$ cat config.mk
export PLATFORM = sky130hd
export DESIGN_NAME = c3aibadapt_sr_tx_shift_flat
export DESIGN_NICKNAME = d
export VERILOG_FILES = /design/src/rtl/c3aibadapt_sr_tx_shift_if.sv /design/src/rtl/c3aibadapt_sr_tx_shift.sv /design/src/flat_wrapper.sv
export SDC_FILE = /design/constraint.sdc
export NUM_CORES = 1
export LEC_CHECK = 0
export BUFFER_PORTS_ARGS = -buffer_cell sky130_fd_sc_hd__buf_2
export CORE_MARGIN = 4
export CORE_UTILIZATION = 50
export DETAILED_ROUTE_END_ITERATION = 10
export PLACE_DENSITY = 0.75
export SYNTH_ARGS = -nofsm -noshare
export SYNTH_HDL_FRONTEND = slang
export SYNTH_SLANG_ARGS = --single-unit
$ cat constraint.sdc
create_clock -name sr_clock_tx_osc_clk -period 2.33 [get_ports sr_clock_tx_osc_clk]
set_input_delay 0.233 -clock sr_clock_tx_osc_clk [delete_from_list [all_inputs] [get_ports sr_clock_tx_osc_clk]]
set_output_delay 0.233 -clock sr_clock_tx_osc_clk [all_outputs]
set_load 0.005 [all_outputs]
$ cat src/rtl/c3aibadapt_sr_tx_shift_if.sv
// Signal bundle for the SR transmit shifter: CSR controls and parallel word in,
// framed serial stream and status out.
interface c3aibadapt_sr_tx_shift_if #(
   parameter int SR_WIDTH = 32
);
   logic                r_sr_enable;
   logic [3:0]          r_sr_gap_cycles;
   logic [SR_WIDTH-1:0] sr_parallel_in;
   logic                sr_data_out;
   logic                sr_load_out;
   logic                sr_frame_done;
   logic                sr_busy;

   modport master (
      output r_sr_enable, r_sr_gap_cycles, sr_parallel_in,
      input  sr_data_out, sr_load_out, sr_frame_done, sr_busy
   );

   modport slave (
      input  r_sr_enable, r_sr_gap_cycles, sr_parallel_in,
      output sr_data_out, sr_load_out, sr_frame_done, sr_busy
   );
endinterface

$ cat src/rtl/c3aibadapt_sr_tx_shift.sv
// SR sideband transmit shifter: captures a parallel word and shifts it out MSB-first
// with load strobe and inter-frame gap. Define C3AIBADAPT_SR_TX_PARITY_EN for a trailing even-parity bit.
module c3aibadapt_sr_tx_shift #(
   parameter int SR_WIDTH  = 32,
   parameter int CNT_WIDTH = 6
) (
   input logic                     sr_clock_tx_osc_clk,
   input logic                     sr_reset_tx_osc_clk_rst_n,
   c3aibadapt_sr_tx_shift_if.slave sr_if
);
   localparam logic [2:0] ST_IDLE  = 3'd0;
   localparam logic [2:0] ST_LOAD  = 3'd1;
   localparam logic [2:0] ST_SHIFT = 3'd2;
   localparam logic [2:0] ST_PAR   = 3'd3;
   localparam logic [2:0] ST_GAP   = 3'd4;

   logic [2:0]          state_r, state_s;
   logic [SR_WIDTH-1:0] shreg_r, shreg_s;
   logic [CNT_WIDTH-1:0] bit_cnt_r, bit_cnt_s;
   logic [CNT_WIDTH-1:0] gap_cnt_r, gap_cnt_s;
   logic                data_r, data_s;
   logic                load_r, load_s;
   logic                done_r, done_s;
   logic                busy_r, busy_s;
   logic                frame_end_s;
   logic                restart_s;

`ifdef C3AIBADAPT_SR_TX_PARITY_EN
   logic                par_r, par_s;

   function automatic logic even_parity(input logic [SR_WIDTH-1:0] word);
      return ^word;
   endfunction
`endif

   // Next-state and next-output decode; outputs are computed one cycle ahead and registered.
   always_comb begin
      state_s     = state_r;
      shreg_s     = shreg_r;
      bit_cnt_s   = bit_cnt_r;
      gap_cnt_s   = gap_cnt_r;
      data_s      = 1'b0;
      load_s      = 1'b0;
      done_s      = 1'b0;
      busy_s      = 1'b0;
      frame_end_s = 1'b0;
      restart_s   = 1'b0;
`ifdef C3AIBADAPT_SR_TX_PARITY_EN
      par_s       = par_r;
`endif
      case (state_r)
         ST_IDLE: begin
            restart_s = 1'b1;
         end
         ST_LOAD: begin
            shreg_s   = {sr_if.sr_parallel_in[SR_WIDTH-2:0], 1'b0};
            data_s    = sr_if.sr_parallel_in[SR_WIDTH-1];
            bit_cnt_s = CNT_WIDTH'(SR_WIDTH - 1);
            busy_s    = 1'b1;
            state_s   = ST_SHIFT;
`ifdef C3AIBADAPT_SR_TX_PARITY_EN
            par_s     = even_parity(sr_if.sr_parallel_in);
`endif
         end
         ST_SHIFT: begin
            if (bit_cnt_r == {CNT_WIDTH{1'b0}}) begin
`ifdef C3AIBADAPT_SR_TX_PARITY_EN
               state_s = ST_PAR;
               data_s  = par_r;
               busy_s  = 1'b1;
`else
               frame_end_s = 1'b1;
`endif
            end else begin
               data_s    = shreg_r[SR_WIDTH-1];
               shreg_s   = {shreg_r[SR_WIDTH-2:0], 1'b0};
               bit_cnt_s = bit_cnt_r - CNT_WIDTH'(1);
               busy_s    = 1'b1;
            end
         end
`ifdef C3AIBADAPT_SR_TX_PARITY_EN
         ST_PAR: begin
            frame_end_s = 1'b1;
         end
`endif
         ST_GAP: begin
            if (gap_cnt_r <= CNT_WIDTH'(1)) begin
               gap_cnt_s = {CNT_WIDTH{1'b0}};
               restart_s = 1'b1;
            end else begin
               gap_cnt_s = gap_cnt_r - CNT_WIDTH'(1);
            end
         end
         default: begin
            state_s = ST_IDLE;
         end
      endcase

      // Gap is sampled only at frame end; a zero gap chains straight into the next LOAD.
      if (frame_end_s) begin
         done_s = 1'b1;
         if (sr_if.r_sr_gap_cycles != 4'd0) begin
            state_s   = ST_GAP;
            gap_cnt_s = CNT_WIDTH'(sr_if.r_sr_gap_cycles);
         end else begin
            restart_s = 1'b1;
         end
      end else begin
         done_s = 1'b0;
      end

      if (restart_s) begin
         if (sr_if.r_sr_enable) begin
            state_s = ST_LOAD;
            load_s  = 1'b1;
            busy_s  = 1'b1;
         end else begin
            state_s = ST_IDLE;
         end
      end else begin
         load_s = 1'b0;
      end
   end

   // State, datapath and output registers.
   always_ff @(posedge sr_clock_tx_osc_clk or negedge sr_reset_tx_osc_clk_rst_n) begin
      if (!sr_reset_tx_osc_clk_rst_n) begin
         state_r   <= ST_IDLE;
         shreg_r   <= {SR_WIDTH{1'b0}};
         bit_cnt_r <= {CNT_WIDTH{1'b0}};
         gap_cnt_r <= {CNT_WIDTH{1'b0}};
         data_r    <= 1'b0;
         load_r    <= 1'b0;
         done_r    <= 1'b0;
         busy_r    <= 1'b0;
`ifdef C3AIBADAPT_SR_TX_PARITY_EN
         par_r     <= 1'b0;
`endif
      end else begin
         state_r   <= state_s;
         shreg_r   <= shreg_s;
         bit_cnt_r <= bit_cnt_s;
         gap_cnt_r <= gap_cnt_s;
         data_r    <= data_s;
         load_r    <= load_s;
         done_r    <= done_s;
         busy_r    <= busy_s;
`ifdef C3AIBADAPT_SR_TX_PARITY_EN
         par_r     <= par_s;
`endif
      end
   end

   assign sr_if.sr_data_out   = data_r;
   assign sr_if.sr_load_out   = load_r;
   assign sr_if.sr_frame_done = done_r;
   assign sr_if.sr_busy       = busy_r;
endmodule
$ cat src/flat_wrapper.sv
// flat-port wrapper written by rule: the top's interface ports become plain ports
module c3aibadapt_sr_tx_shift_flat 
#(
   parameter int SR_WIDTH  = 32,
   parameter int CNT_WIDTH = 6
)
  (sr_clock_tx_osc_clk, sr_reset_tx_osc_clk_rst_n, sr_if_r_sr_enable, sr_if_r_sr_gap_cycles, sr_if_sr_parallel_in, sr_if_sr_data_out, sr_if_sr_load_out, sr_if_sr_frame_done, sr_if_sr_busy);
  c3aibadapt_sr_tx_shift_if #(.SR_WIDTH(SR_WIDTH)) sr_if_i ();
  input logic sr_clock_tx_osc_clk;
  input logic sr_reset_tx_osc_clk_rst_n;
  input wire logic [$bits(sr_if_i.r_sr_enable)-1:0] sr_if_r_sr_enable;
  input wire logic [$bits(sr_if_i.r_sr_gap_cycles)-1:0] sr_if_r_sr_gap_cycles;
  input wire logic [$bits(sr_if_i.sr_parallel_in)-1:0] sr_if_sr_parallel_in;
  output wire logic [$bits(sr_if_i.sr_data_out)-1:0] sr_if_sr_data_out;
  output wire logic [$bits(sr_if_i.sr_load_out)-1:0] sr_if_sr_load_out;
  output wire logic [$bits(sr_if_i.sr_frame_done)-1:0] sr_if_sr_frame_done;
  output wire logic [$bits(sr_if_i.sr_busy)-1:0] sr_if_sr_busy;
  assign sr_if_i.r_sr_enable = sr_if_r_sr_enable;
  assign sr_if_i.r_sr_gap_cycles = sr_if_r_sr_gap_cycles;
  assign sr_if_i.sr_parallel_in = sr_if_sr_parallel_in;
  assign sr_if_sr_data_out = sr_if_i.sr_data_out;
  assign sr_if_sr_load_out = sr_if_i.sr_load_out;
  assign sr_if_sr_frame_done = sr_if_i.sr_frame_done;
  assign sr_if_sr_busy = sr_if_i.sr_busy;
  c3aibadapt_sr_tx_shift #(.SR_WIDTH(SR_WIDTH), .CNT_WIDTH(CNT_WIDTH)) u_core (.sr_clock_tx_osc_clk(sr_clock_tx_osc_clk), .sr_reset_tx_osc_clk_rst_n(sr_reset_tx_osc_clk_rst_n), .sr_if(sr_if_i));
endmodule
==> Yosys cells after proc, flatten, opt, wreduce, memory -nomap -nowiden <==
Cells that the tools add are included.
{ "classes": {"eq_ne": 4, "addsub": 2, "n_reduce_logical": 6, "muxes": 28, "magnitude_cmp": 1} }
{ "ops": {"columns": ["op", "count"], "rows": [
  ["$pmux W32 S2", 1],
  ["$mux W32", 1],
  ["$mux W6", 5],
  ["$mux W1", 13],
  ["$pmux W6 S2", 1],
  ["$sub A6 B1 Y6 const B", 2],
  ["$mux W3", 3],
  ["$le A6 B1 Y1 const B", 1],
  ["$logic_not A6 Y1", 1],
  ["$pmux W1 S2", 3],
  ["$pmux W3 S2", 1],
  ["$reduce_bool A4 Y1", 1],
  ["$eq A3 B1 Y1 const B", 1],
  ["$eq A3 B2 Y1 const B", 1],
  ["$eq A3 B3 Y1 const B", 1],
  ["$logic_not A3 Y1", 1],
  ["$reduce_or A3 Y1", 1],
  ["$ne A2 B2 Y1 const B", 1],
  ["$reduce_and A2 Y1", 1],
  ["$reduce_bool A2 Y1", 1]
]} }
{ "totals": {"register_bits": 51, "wordCells": 49, "out_inout_bits": 4, "input_bits": 39} }

==> Longest topological paths before layout <==
{ "depth": {"word_depth": 6, "ltp_mapped": 8, "mapped_depth_nobuf": 6} }

==> Least setup slack after synthesis <==
No wires, ideal clock.
{ "synth_path": {"kind": "register -> register", "from": "register u_core.bit_cnt_r[0]", "to": "register u_core.shreg_r[10]", "setup_slack_ns": 0.705, "path_stages_with_launch": 8, "period_less_slack_ns": 1.625, "required_ns": 2.204, "arrival_ns": 1.499, "path_cell_list": "dfrtp_1 -> inv_1 -> ha_1 -> nor2b_1 -> a311oi_1 -> buf_4 -> buf_2 -> a21oi_1"} }
{ "synth_via": {"elab_chain_len": 3} }
{ "synth_rtl": {"columns": ["item", "line_no", "source"], "rows": [
  ["start, declared", "c3aibadapt_sr_tx_shift.sv:19", "logic [CNT_WIDTH-1:0] bit_cnt_r, bit_cnt_s;"],
  ["start signal, assigned", "c3aibadapt_sr_tx_shift.sv:130", "bit_cnt_r <= {CNT_WIDTH{1'b0}};"],
  ["start signal, assigned", "c3aibadapt_sr_tx_shift.sv:142", "bit_cnt_r <= bit_cnt_s;"],
  ["$logic_not A6 Y1", "c3aibadapt_sr_tx_shift.sv:66", "if (bit_cnt_r == {CNT_WIDTH{1'b0}}) begin"],
  ["$ne A2 B2 Y1 (no line)", null, null],
  ["$reduce_and A2 Y1 (no line)", null, null],
  ["end signal, assigned", "c3aibadapt_sr_tx_shift.sv:129", "shreg_r <= {SR_WIDTH{1'b0}};"],
  ["end signal, assigned", "c3aibadapt_sr_tx_shift.sv:141", "shreg_r <= shreg_s;"],
  ["end, declared", "c3aibadapt_sr_tx_shift.sv:18", "logic [SR_WIDTH-1:0] shreg_r, shreg_s;"]
]} }
Every way passes these cells.
A chain may end at the register's enable or synchronous reset.

==> Worst setup path in the final report <==
{ "layout_path": {"from": "register u_core.bit_cnt_r[0]", "to": "register u_core.bit_cnt_r[5]"} }
{ "layout_via": {"elab_chain_len": 3, "word_cells_on_any_way": 6, "cone_classes": "1 x add/sub; 1 x eq/ne; 2 x mux; 2 x reduce/logical"} }
{ "layout_rtl": {"columns": ["item", "line_no"], "rows": [
  ["$sub A6 B1 Y6 or $logic_not A6 Y1 (tied branches)", "c3aibadapt_sr_tx_shift.sv:77, c3aibadapt_sr_tx_shift.sv:66"],
  ["$mux W6 or $ne A2 B2 Y1 (tied branches)", null],
  ["$pmux W6 S2 or $reduce_and A2 Y1 (tied branches)", null]
]} }
Several ways; a longest one is shown, not always the timed one. The select of a mux whose other input is x is not followed.

==> summary.md <==
| Metric | Value |
|---|---|
| WS Path Type | flip-flop to flip-flop |
| Crit path DAT | 2.06 ns |
| Total Routed Length | 4580 um |
| RSZ-0062 raised after global routing | false |
| Synth warnings | 0 |
| Hold_ws | roughly 0.16 ns |
| TritonCTS Buffers | 5 |
| End-of-flow core utilization | 59.4% |
| Synth top area share | between 50 and 60% |
| Clk slew on worst S/H paths | about 0.08 ns |
| Pwr dens | between 1000 and 1500 mW/mm2 |
| Diode count | 0 |
| Static Leak | about 0.0013 uW |
| Post-Syn Area per Cell | around 11 um2 |
| Number of flops mapped to enable cells by yosys | 0 |
| Placed cell count | 334 |
| Cell count of the worst reg-to-reg path | 7 |
| Period utilisation layout | ~80% |
| Clk_skew | ~0.0037 ns |
| Io pins | 43 |
| WHS Endpoint | u_core.shreg_r[1]$_DFFE_PN0P_ |
| Starting Density | 51.7% |
| FF-to-FF setup slack | 0.45 ns |
| Initial DRC Count | 57 |
| Hold path startpoint | sr_if_sr_parallel_in[0] |
| Clock latency on the worst-skew pair | 0.29 ns |
| Number of global-route vias before repair | 1807 |
| Final slew viol count | 0 |
| RR Startpoint | u_core.bit_cnt_r[0]$_DFFE_PN0P_ |
| Startpoint Class | flip-flop |
| Count of unique library cells instantiated by Yosys | 40 |
| Worst-case clock buffer depth | 2 |
| Non-filler instance count after layout | 342 |
| Nets | 318 |
| Synthesized cell area | between 0.002 and 0.0025 mm2 |
| Post-route ant nets | 0 |
| Period minus WS final | 1.88 ns |
| First-pass GRT wire length | 7890 um |
| Layout Area Growth over Synthesis | 14.9% |
| Initial antenna violation count | 0 |
| Most common flop cell mapped by yosys | dfrtp_1 |
| Crit path capture type | flip-flop |
| FMAX | 532 MHz |
| Syn Nets | 277 |
| Hpwl dp | 3230 um |
| VDD IR max | between 0.6 and 0.7 mV |
| Slew @ Worst Pin | ~0.52 ns |
| Hold Buf Count CTS | 1 |
| Grt ovf | 0 |
| Via Count | 1799 |
| CTS tree | done |
| Share of layout cells above drive strength 1 | 22.9% |
| Row count | 25 |
| Hold depth | 3 |
| Synth area leaders | dfrtp_1 (51%), mux2i_1 (13%), a21oi_1 (6.3%) |
| Worst EP required | ~2.5 ns |
| Final hold violations | 0 |
| Die X | 78.1 um |
| Synthesized flop and latch total | 50 |
| DRC Markers | 0 |
| CP Max Fanout | 65 |
| Port bufs | 42 |
| Number of H-tree levels | 2 |
| Reg-to-Reg End | u_core.bit_cnt_r[5]$_DFFE_PN0P_ |
| Seq/Total Area, Yosys | 50.9% |
| Placer Congestion | 0.792 |
| Wire per inst | 13.4 um |
| Die area | 0.00611 mm2 |
| Chip height | roughly 78 um |
| Largest net degree at the start of global routing | 66 |
| Post-CTS Setup Repair Bufs | 0 |
| Max Cap Viol | 0 |
| Status | finished, final reports clean |
| Core ar. | 0.00475 mm2 |
| Worst slew margin | between 60% and 70% |
| Clk sinks | 50 |
| Synth Instances | about 230 |
| Root Buffer | clkbuf_8 |
| Setup TNS | 0 ns |
| DR vias/cell | approximately 5.3 |
| Synth async-reset ratio | 100% |
| Hold Path Class | input port to flip-flop |
| Synth area leader | dfrtp_1 |
| Final setup vio count | 0 |
| Total track usage | approximately 16% |
| Drt first pass iters | 4 |
| Cts repair resizes | 0 |
==> cell type report <==
cell class | instances | area (um2)
fill | 431 | 1930
sequential | 50 | 1250
multi-input combinational | 164 | 1120
timing repair buffer | 48 | 270
tap | 67 | 83.8
clock buffer | 7 | 76.3
inverter | 6 | 22.5
==> power breakdown <==
part           internal, uW  total, uW  switching, uW
combinational           683       1550            869
clock                   207        464            257
sequential             1230       1440            210
total                  2120       3450           1340
==> state kept, by name, indices dropped and copies added, names as in the netlist <==
name,flops
u_core.sr_if.sr_frame_done,1
u_core.sr_if.sr_load_out,1
u_core.sr_if.sr_busy,1
u_core.bit_cnt_r,6
u_core.shreg_r,31
u_core.state_r,3
u_core.gap_cnt_r,6
u_core.sr_if.sr_data_out,1
==> stage by stage <==
step	power (uW)	setup WS, ns	instance area, um2
2_1_floorplan	2690	0.705	2460
3_3_place_gp	2950	0.523	2740
3_5_place_dp	3010	0.472	2740
4_1_cts	3490	0.457	2830
5_1_grt	3760	0.338	2830
6_report	3450	0.452	2830
==> synth_stat cells, types with 3 or more instances <==
library cell	n
a21oi_1	31
nor3_1	3
inv_1	6
nand2_1	7
nor2_1	39
buf_4	7
ha_1	4
dfrtp_1	50
o21ai_1	6
xnor2_1	4
a22o_1	3
buf_2	6
mux2i_1	31
==> worst max path at each step <==
stage	depth (start not counted)	from	slack [ns]	to
2_1_floorplan	7	u_core.bit_cnt_r[0]$_DFFE_PN0P_	0.71	u_core.shreg_r[10]$_DFFE_PN0P_
3_3_place_gp	7	u_core.bit_cnt_r[0]$_DFFE_PN0P_	0.52	u_core.bit_cnt_r[5]$_DFFE_PN0P_
3_5_place_dp	7	u_core.bit_cnt_r[0]$_DFFE_PN0P_	0.47	u_core.bit_cnt_r[5]$_DFFE_PN0P_
4_1_cts	7	u_core.bit_cnt_r[0]$_DFFE_PN0P_	0.46	u_core.bit_cnt_r[5]$_DFFE_PN0P_
5_1_grt	7	u_core.bit_cnt_r[1]$_DFFE_PN0P_	0.34	u_core.bit_cnt_r[5]$_DFFE_PN0P_
6_report	7	u_core.bit_cnt_r[0]$_DFFE_PN0P_	0.45	u_core.bit_cnt_r[5]$_DFFE_PN0P_
==> per-layer routing <==
layer  part of all wire, %  wire, um  track usage [%]  vias to the layer above
li1                      -         -                -                      898
met1                    45      2070             20.5                      842
met2                    46      2120             26.0                       50
met3                   6.6       303             4.93                        9
met4                   2.0        93             6.47                        0
met5                     0         0                0                        -
==> critical path, stage by stage (launching register included) <==
cell and delay [ns]:
dfrtp_1 0.38, inv_1 0.09, ha_1 0.21, nor2b_1 0.19
a311oi_4 0.31, buf_12 0.30, nand3_1 0.13, mux2i_1 0.15
==> placed cells by master, fill, tap and decap left out, types with 5 or more instances in the layout <==
master / netlist / final
dfrtp_1: 50 / 50
nor2_1: 39 / 39
inv_1: 6 / 6
clkbuf_8: 0 / 5
o21ai_1: 6 / 6
buf_2: 6 / 42
nand2_1: 7 / 7
mux2i_1: 31 / 31
a21oi_1: 31 / 31
==> cells by family after synthesis <==
logic type / count (synthesis) / synth area share [%]
compound gates: 54 / 13.3
xor+xnor: 6 / 2.14
fa+ha+maj: 4 / 2.03
buf+inv: 20 / 4.43
flops: 50 / 50.9
mux: 31 / 12.6
simple gates: 69 / 14.6
No activity file was read; power rests on OpenSTA's default activity.
